File: config.mk
export PLATFORM = sky130hd
export DESIGN_NAME = vedic64_seq_ctrl
export DESIGN_NICKNAME = d
export VERILOG_FILES = /design/src/rtl/vedic64_seq_ctrl.sv
export SDC_FILE = /design/constraint.sdc
export NUM_CORES = 2
export LEC_CHECK = 0
export CORE_ASPECT_RATIO = 1.5
export CORE_MARGIN = 2
export CORE_UTILIZATION = 50
export DETAILED_ROUTE_END_ITERATION = 16
export PLACE_DENSITY_LB_ADDON = 0.25
export SYNTH_ARGS = -nofsm -noshare
export SYNTH_HDL_FRONTEND = slang
export SYNTH_SLANG_ARGS = --single-unit
File: constraint.sdc
create_clock -name clk -period 6 [get_ports clk]
set_clock_uncertainty 0.1 [all_clocks]
set_input_delay 1.8 -clock clk [delete_from_list [all_inputs] [get_ports clk]]
set_output_delay 1.8 -clock clk [all_outputs]
set_load 0.02 [all_outputs]
File: src/rtl/vedic64_seq_ctrl.sv
`default_nettype none
// ============================================================================
//  Module   : vedic64_seq_ctrl
//  Purpose  : Sequential 64x64 unsigned multiply controller. Time-shares one
//             external HWxHW multiplier over four partial-product steps and
//             accumulates them into a 4*HW-bit product, with valid/ready
//             handshakes on both the operand and result sides.
//  Revision : 1.0 - initial release
// ============================================================================
module vedic64_seq_ctrl #(
    parameter int HW       = 32,
    parameter int PIPE_LAT = 0
) (
    input  logic            clk,
    input  logic            rst,
    input  logic            in_valid,
    output logic            in_ready,
    input  logic [2*HW-1:0] a_in,
    input  logic [2*HW-1:0] b_in,
    output logic [HW-1:0]   mul_a,
    output logic [HW-1:0]   mul_b,
    input  logic [2*HW-1:0] mul_p,
    output logic            out_valid,
    input  logic            out_ready,
    output logic [4*HW-1:0] product,
    output logic            busy
);

    typedef enum logic [2:0] {
        S_IDLE = 3'd0,
        S_P0   = 3'd1,
        S_P1   = 3'd2,
        S_P2   = 3'd3,
        S_P3   = 3'd4,
        S_DONE = 3'd5
    } state_t;

    // Last wait-counter value of a step: the cycle in which mul_p is valid.
    localparam logic [2:0] C_LAST = 3'(PIPE_LAT);

    state_t          r_state;
    logic [2*HW-1:0] r_a;
    logic [2*HW-1:0] r_b;
    logic [4*HW-1:0] r_acc;
    logic [2:0]      r_cnt;

    logic            w_step_end;
    logic [4*HW-1:0] w_p_ext;

    assign w_step_end = (r_cnt == C_LAST);
    assign w_p_ext    = {{(2*HW){1'b0}}, mul_p};
    assign busy       = (r_state != S_IDLE);

    // Controller FSM: operand capture, per-step multiplier drive, accumulation
    // and result handshake. mul_a/mul_b are set on the edge that enters a step
    // so they are stable for the whole step.
    always_ff @(posedge clk) begin
        if (rst) begin
            r_state   <= S_IDLE;
            r_a       <= '0;
            r_b       <= '0;
            r_acc     <= '0;
            r_cnt     <= '0;
            in_ready  <= 1'b1;
            out_valid <= 1'b0;
            product   <= '0;
            mul_a     <= '0;
            mul_b     <= '0;
        end else begin
            case (r_state)
                S_IDLE: begin
                    if (in_valid && in_ready) begin
                        r_a      <= a_in;
                        r_b      <= b_in;
                        r_acc    <= '0;
                        r_cnt    <= '0;
                        mul_a    <= a_in[HW-1:0];
                        mul_b    <= b_in[HW-1:0];
                        in_ready <= 1'b0;
                        r_state  <= S_P0;
                    end
                end
                S_P0: begin
                    if (w_step_end) begin
                        r_acc   <= r_acc + w_p_ext;
                        r_cnt   <= '0;
                        mul_a   <= r_a[2*HW-1:HW];
                        mul_b   <= r_b[HW-1:0];
                        r_state <= S_P1;
                    end else begin
                        r_cnt <= r_cnt + 3'd1;
                    end
                end
                S_P1: begin
                    if (w_step_end) begin
                        r_acc   <= r_acc + (w_p_ext << HW);
                        r_cnt   <= '0;
                        mul_a   <= r_a[HW-1:0];
                        mul_b   <= r_b[2*HW-1:HW];
                        r_state <= S_P2;
                    end else begin
                        r_cnt <= r_cnt + 3'd1;
                    end
                end
                S_P2: begin
                    if (w_step_end) begin
                        r_acc   <= r_acc + (w_p_ext << HW);
                        r_cnt   <= '0;
                        mul_a   <= r_a[2*HW-1:HW];
                        mul_b   <= r_b[2*HW-1:HW];
                        r_state <= S_P3;
                    end else begin
                        r_cnt <= r_cnt + 3'd1;
                    end
                end
                S_P3: begin
                    if (w_step_end) begin
                        r_acc     <= r_acc + (w_p_ext << (2*HW));
                        product   <= r_acc + (w_p_ext << (2*HW));
                        out_valid <= 1'b1;
                        r_cnt     <= '0;
                        mul_a     <= '0;
                        mul_b     <= '0;
                        r_state   <= S_DONE;
                    end else begin
                        r_cnt <= r_cnt + 3'd1;
                    end
                end
                S_DONE: begin
                    // product holds its value after the handshake
                    if (out_valid && out_ready) begin
                        out_valid <= 1'b0;
                        in_ready  <= 1'b1;
                        r_state   <= S_IDLE;
                    end
                end
                default: begin
                    r_state   <= S_IDLE;
                    in_ready  <= 1'b1;
                    out_valid <= 1'b0;
                    mul_a     <= '0;
                    mul_b     <= '0;
                end
            endcase
        end
    end

endmodule
`default_nettype wire

==> impl_metrics.py <==
metrics = {
    "outcome": {
        "run_status": "completed",
    },
    "route": {
        "finalWirelength_um": 157300,
        "number_of_vias_per_cell_after_detailed_routing": 6.519,
        "met3WireLength_um": 14150,
        "wl_per_cell_um": 27.06,
        "top_signal_layer_used": "met5",
        "drt_drc_violations_left": 0,
        "drt-initial-drc-count": 4019,
        "met2WireLength_um": 72340,
        "via_count": 37890,
        "antenna_violating_nets_post_route": 0,
        "wirelength_met1_um": 51390,
        "dr.pass1.iters": 7,
    },
    "floorplan": {
        "effective_utilization_at_floorplan_pct": 50.39,
        "placement_rows": 113,
        "floorplan.die_area_sq_mm": 0.06563,
        "die-width_um": 209.8,
        "die-height_um": 312.8,
        "core_area_sq_mm": 0.06306,
        "top_level_ports": 391,
    },
    "sta": {
        "fin_crit_sh_pct": 95.65,
        "setup_repair_after_global_routing_missed_its_margin": "no",
        "worst_slack_ns": 0.2608,
        "slew_headroom_pct": 1.252,
        "final_critical_period_ns": 5.739,
        "finalSetupViolations": 0,
        "worst_slew_pin_slew_ns": 1.471,
        "final_max_slew_viol_count": 0,
        "max_freq_mhz": 174.2,
        "final-hold-violation-count": 0,
    },
    "setup_path": {
        "critical_path_arrival_ns": 6.16,
        "critical-path-top-cell-by-count": "o21ai_0",
        "critical_path.max_stage_delay_ns": 1.00,
        "setup.worst_path.end_class": "flip-flop",
        "critical_path.slowest_cell": "xnor2_1",
        "cp-start-kind": "input pin",
        "number_of_buffer_and_inverter_instances_along_the_worst_setup_path": 3,
        "timing.critical_path.required_ns": 6.42,
        "worstPathMaxFanout": 6,
        "startpoint_to_endpoint_class_of_the_critical_path": "input pin to flip-flop",
        "path_cells": "clkdlybuf4s50_1, buf_4, ha_1, a21oi_1, o21ai_0, or3_1, o211ai_1, a31oi_1, buf_4, xnor2_1, o22ai_1, o21ai_0, o21ai_0",
        "critical-path-top-delay-family": "compound AO/OA/AOI/OAI gates",
    },
    "global_route": {
        "antenna_found_initial": 15,
        "groute.usage.overall_pct": 46.53,
        "largest_net_degree_at_the_start_of_global_routing": 209,
        "grt_first_pass_wirelength_um": 229000,
        "grt_pass1_vias": 36990,
        "globalRouteOverflowTotal": 0,
    },
    "place": {
        "gp_routability_congestion": 1.114,
        "placedCellCount": 5713,
        "port_bufs": 390,
        "dp_worst_setup_slack_ns": -0.2584,
        "dp.final_hpwl_um": 119500,
        "dpl-instance-area_sq_mm": 0.03875,
    },
    "power": {
        "power_density_mw_per_mm2": 397.8,
        "max-vdd-ir-drop_v": 0.0004347,
        "power.leakage_nw": 16.07,
        "p_total_w": 0.01607,
    },
    "logic_synthesis": {
        "yosysTopAreaCellShare_pct": 28.73,
        "synth.most_common_cell": "nand2_1",
        "synth-seq-cells": 456,
        "postSynthCellCount": 4410,
        "synth.top_cells.by_count": "nand2_1 (831), a21oi_1 (573), dfxtp_1 (456), nor2_1 (333), o21ai_0 (321)",
        "most_area_hungry_cell_type_in_the_yosys_netlist": "dfxtp_1",
        "syn-cell-area_sq_mm": 0.03178,
        "seq_area_frac_synth_pct": 28.73,
        "netlist_top_cells_area": "dfxtp_1 (29%), nand2_1 (9.8%), a21oi_1 (9.0%), ha_1 (7.6%), o21ai_0 (5.1%)",
        "nets_in_the_synthesized_netlist": 4802,
        "synth_top_flop_cell": "dfxtp_1",
        "ys_warn_count": 0,
        "synthArstFlopShare_pct": 0,
        "synthDistinctLibCells": 84,
        "synth-edff-count": 0,
        "synth_area_per_cell_sq_um": 7.206,
    },
    "clocking": {
        "clock_latency_ns": 0.65,
        "cts_buffer_depth": 3,
        "post_cts_hold_buffer_count": 0,
        "clk_root_buffer_cell": "clkbuf_16",
        "ctsHtreeMaxLevel": 2,
        "cts_inserted_buffers": 48,
        "cts.clk_slew.worst_paths_ns": 0.06,
        "cts_tree": "yes",
        "cts.sinks": 456,
        "cts.repair_timing.setup_buffer_count": 0,
        "post_cts_resized": 0,
    },
    "cells_and_area": {
        "synthToLayoutAreaGrowth_pct": 27.16,
        "number_of_nets_at_the_end_of_the_flow": 5350,
        "final_cells": 5812,
        "final_cell_area_sq_mm": 0.04041,
        "drive_above_1_share_pct": 10.83,
    },
    "flow_run": {
        "max-cap-violations": 0,
    },
    "hold_path": {
        "worst_hold_path_type": "flip-flop to flip-flop",
    },
}
## cells by family after synthesis
logic type	share of synthesized area (%)
AND/OR/NAND/NOR	22.56
AO/OA/AOI/OAI	28.83
flip-flops	28.73
buffers and inverters	4.433
XOR/XNOR	5.485
adder cells (fa/ha/maj)	7.788
multiplexers	2.177
## layer usage
layer,vias to the layer above,global-route usage (%)
li1,17080,-
met1,17690,45.53
met2,2235,76.97
met3,875,13.56
met4,6,47.40
met5,-,0
## registers in the layout (all words and copies together), names as in the netlist
name	count
mul_a	32
mul_b	32
r_b	64
r_cnt	3
r_a	64
out_valid	1
in_ready	1
r_state	3
product	128
r_acc	128
## cell type report
cell class	instances	area [sq um]
clock inverter	22	276.5
inverter	67	251.5
tap	805	1007
multi-input combinational	3580	21330
sequential	456	9136
fill	5673	22650
timing repair buffer	805	7037
clock buffer	65	1345
antenna	12	30.03
## worst register-to-register path, stage by stage, from the launching register on
cell and delay, ns:
dfxtp_1 0.46, ha_1 0.29, fa_1 0.39, a211oi_1 0.27, o31ai_1 0.15, o2111ai_1 0.29
a2111oi_0 0.18, buf_4 0.18, o2111ai_1 0.52, or3b_2 0.51, a21oi_1 0.17, buf_4 0.13
o41ai_1 0.06, xor2_1 0.19, buf_4 0.15, a22oi_1 0.16, o221ai_1 0.13
## through the flow
step	hold slack (ns)	TNS, ns	utilization, %
finish	0.3532	0	64.08
global route	0.3674	0	64.06
CTS	0.3552	0	64.02
detailed placement	0.3465	-0.8848	61.45
global placement	0.3403	-0.3559	61.45
floorplan	0.3360	0	-
## power by group
part	switching (W)	internal, W
Sequential	0.000660	0.00359
Clock	0.00144	0.00173
Combinational	0.00554	0.00312
Total	0.00764	0.00843
## cell usage in the layout, fill, tap and decap left out, types with 9 or more instances in the layout
| cell | instances |
|---|---|
| a211o_1 | 18 |
| a211oi_1 | 26 |
| a21o_1 | 98 |
| a21oi_1 | 573 |
| a221oi_1 | 40 |
| a22oi_1 | 118 |
| a31oi_1 | 46 |
| a32oi_1 | 9 |
| and2_1 | 18 |
| and3_1 | 32 |
| buf_4 | 414 |
| clkbuf_1 | 9 |
| clkbuf_16 | 48 |
| clkdlybuf4s50_1 | 389 |
| dfxtp_1 | 454 |
| diode_2 | 12 |
| ha_1 | 193 |
| inv_1 | 65 |
| mux2i_1 | 68 |
| nand2_1 | 830 |
| nand2b_1 | 20 |
| nand3_1 | 72 |
| nand4_1 | 103 |
| nor2_1 | 326 |
| nor2b_1 | 17 |
| nor3_1 | 96 |
| nor4_1 | 33 |
| o211ai_1 | 24 |
| o21a_1 | 21 |
| o21ai_0 | 321 |
| o21bai_1 | 41 |
| o221ai_1 | 10 |
| o22ai_1 | 11 |
| o31ai_1 | 15 |
| or2_2 | 12 |
| or3_1 | 18 |
| or4_1 | 14 |
| xnor2_1 | 116 |
| xor2_1 | 82 |
## path summary, 6_finish.rpt
kind | from | endpoint | slack, ns | cells past startpoint
worst max-delay path | mul_p[14] | r_acc[77] | 0.26 | 13
worst max register to register | r_acc[64] | r_acc[126] | 1.52 | 16
worst min-delay path | r_b[16] | r_b[16] | 0.35 | 2
worst min register to register | r_b[16] | r_b[16] | 0.35 | 2
(Power assumes the default switching activity.)
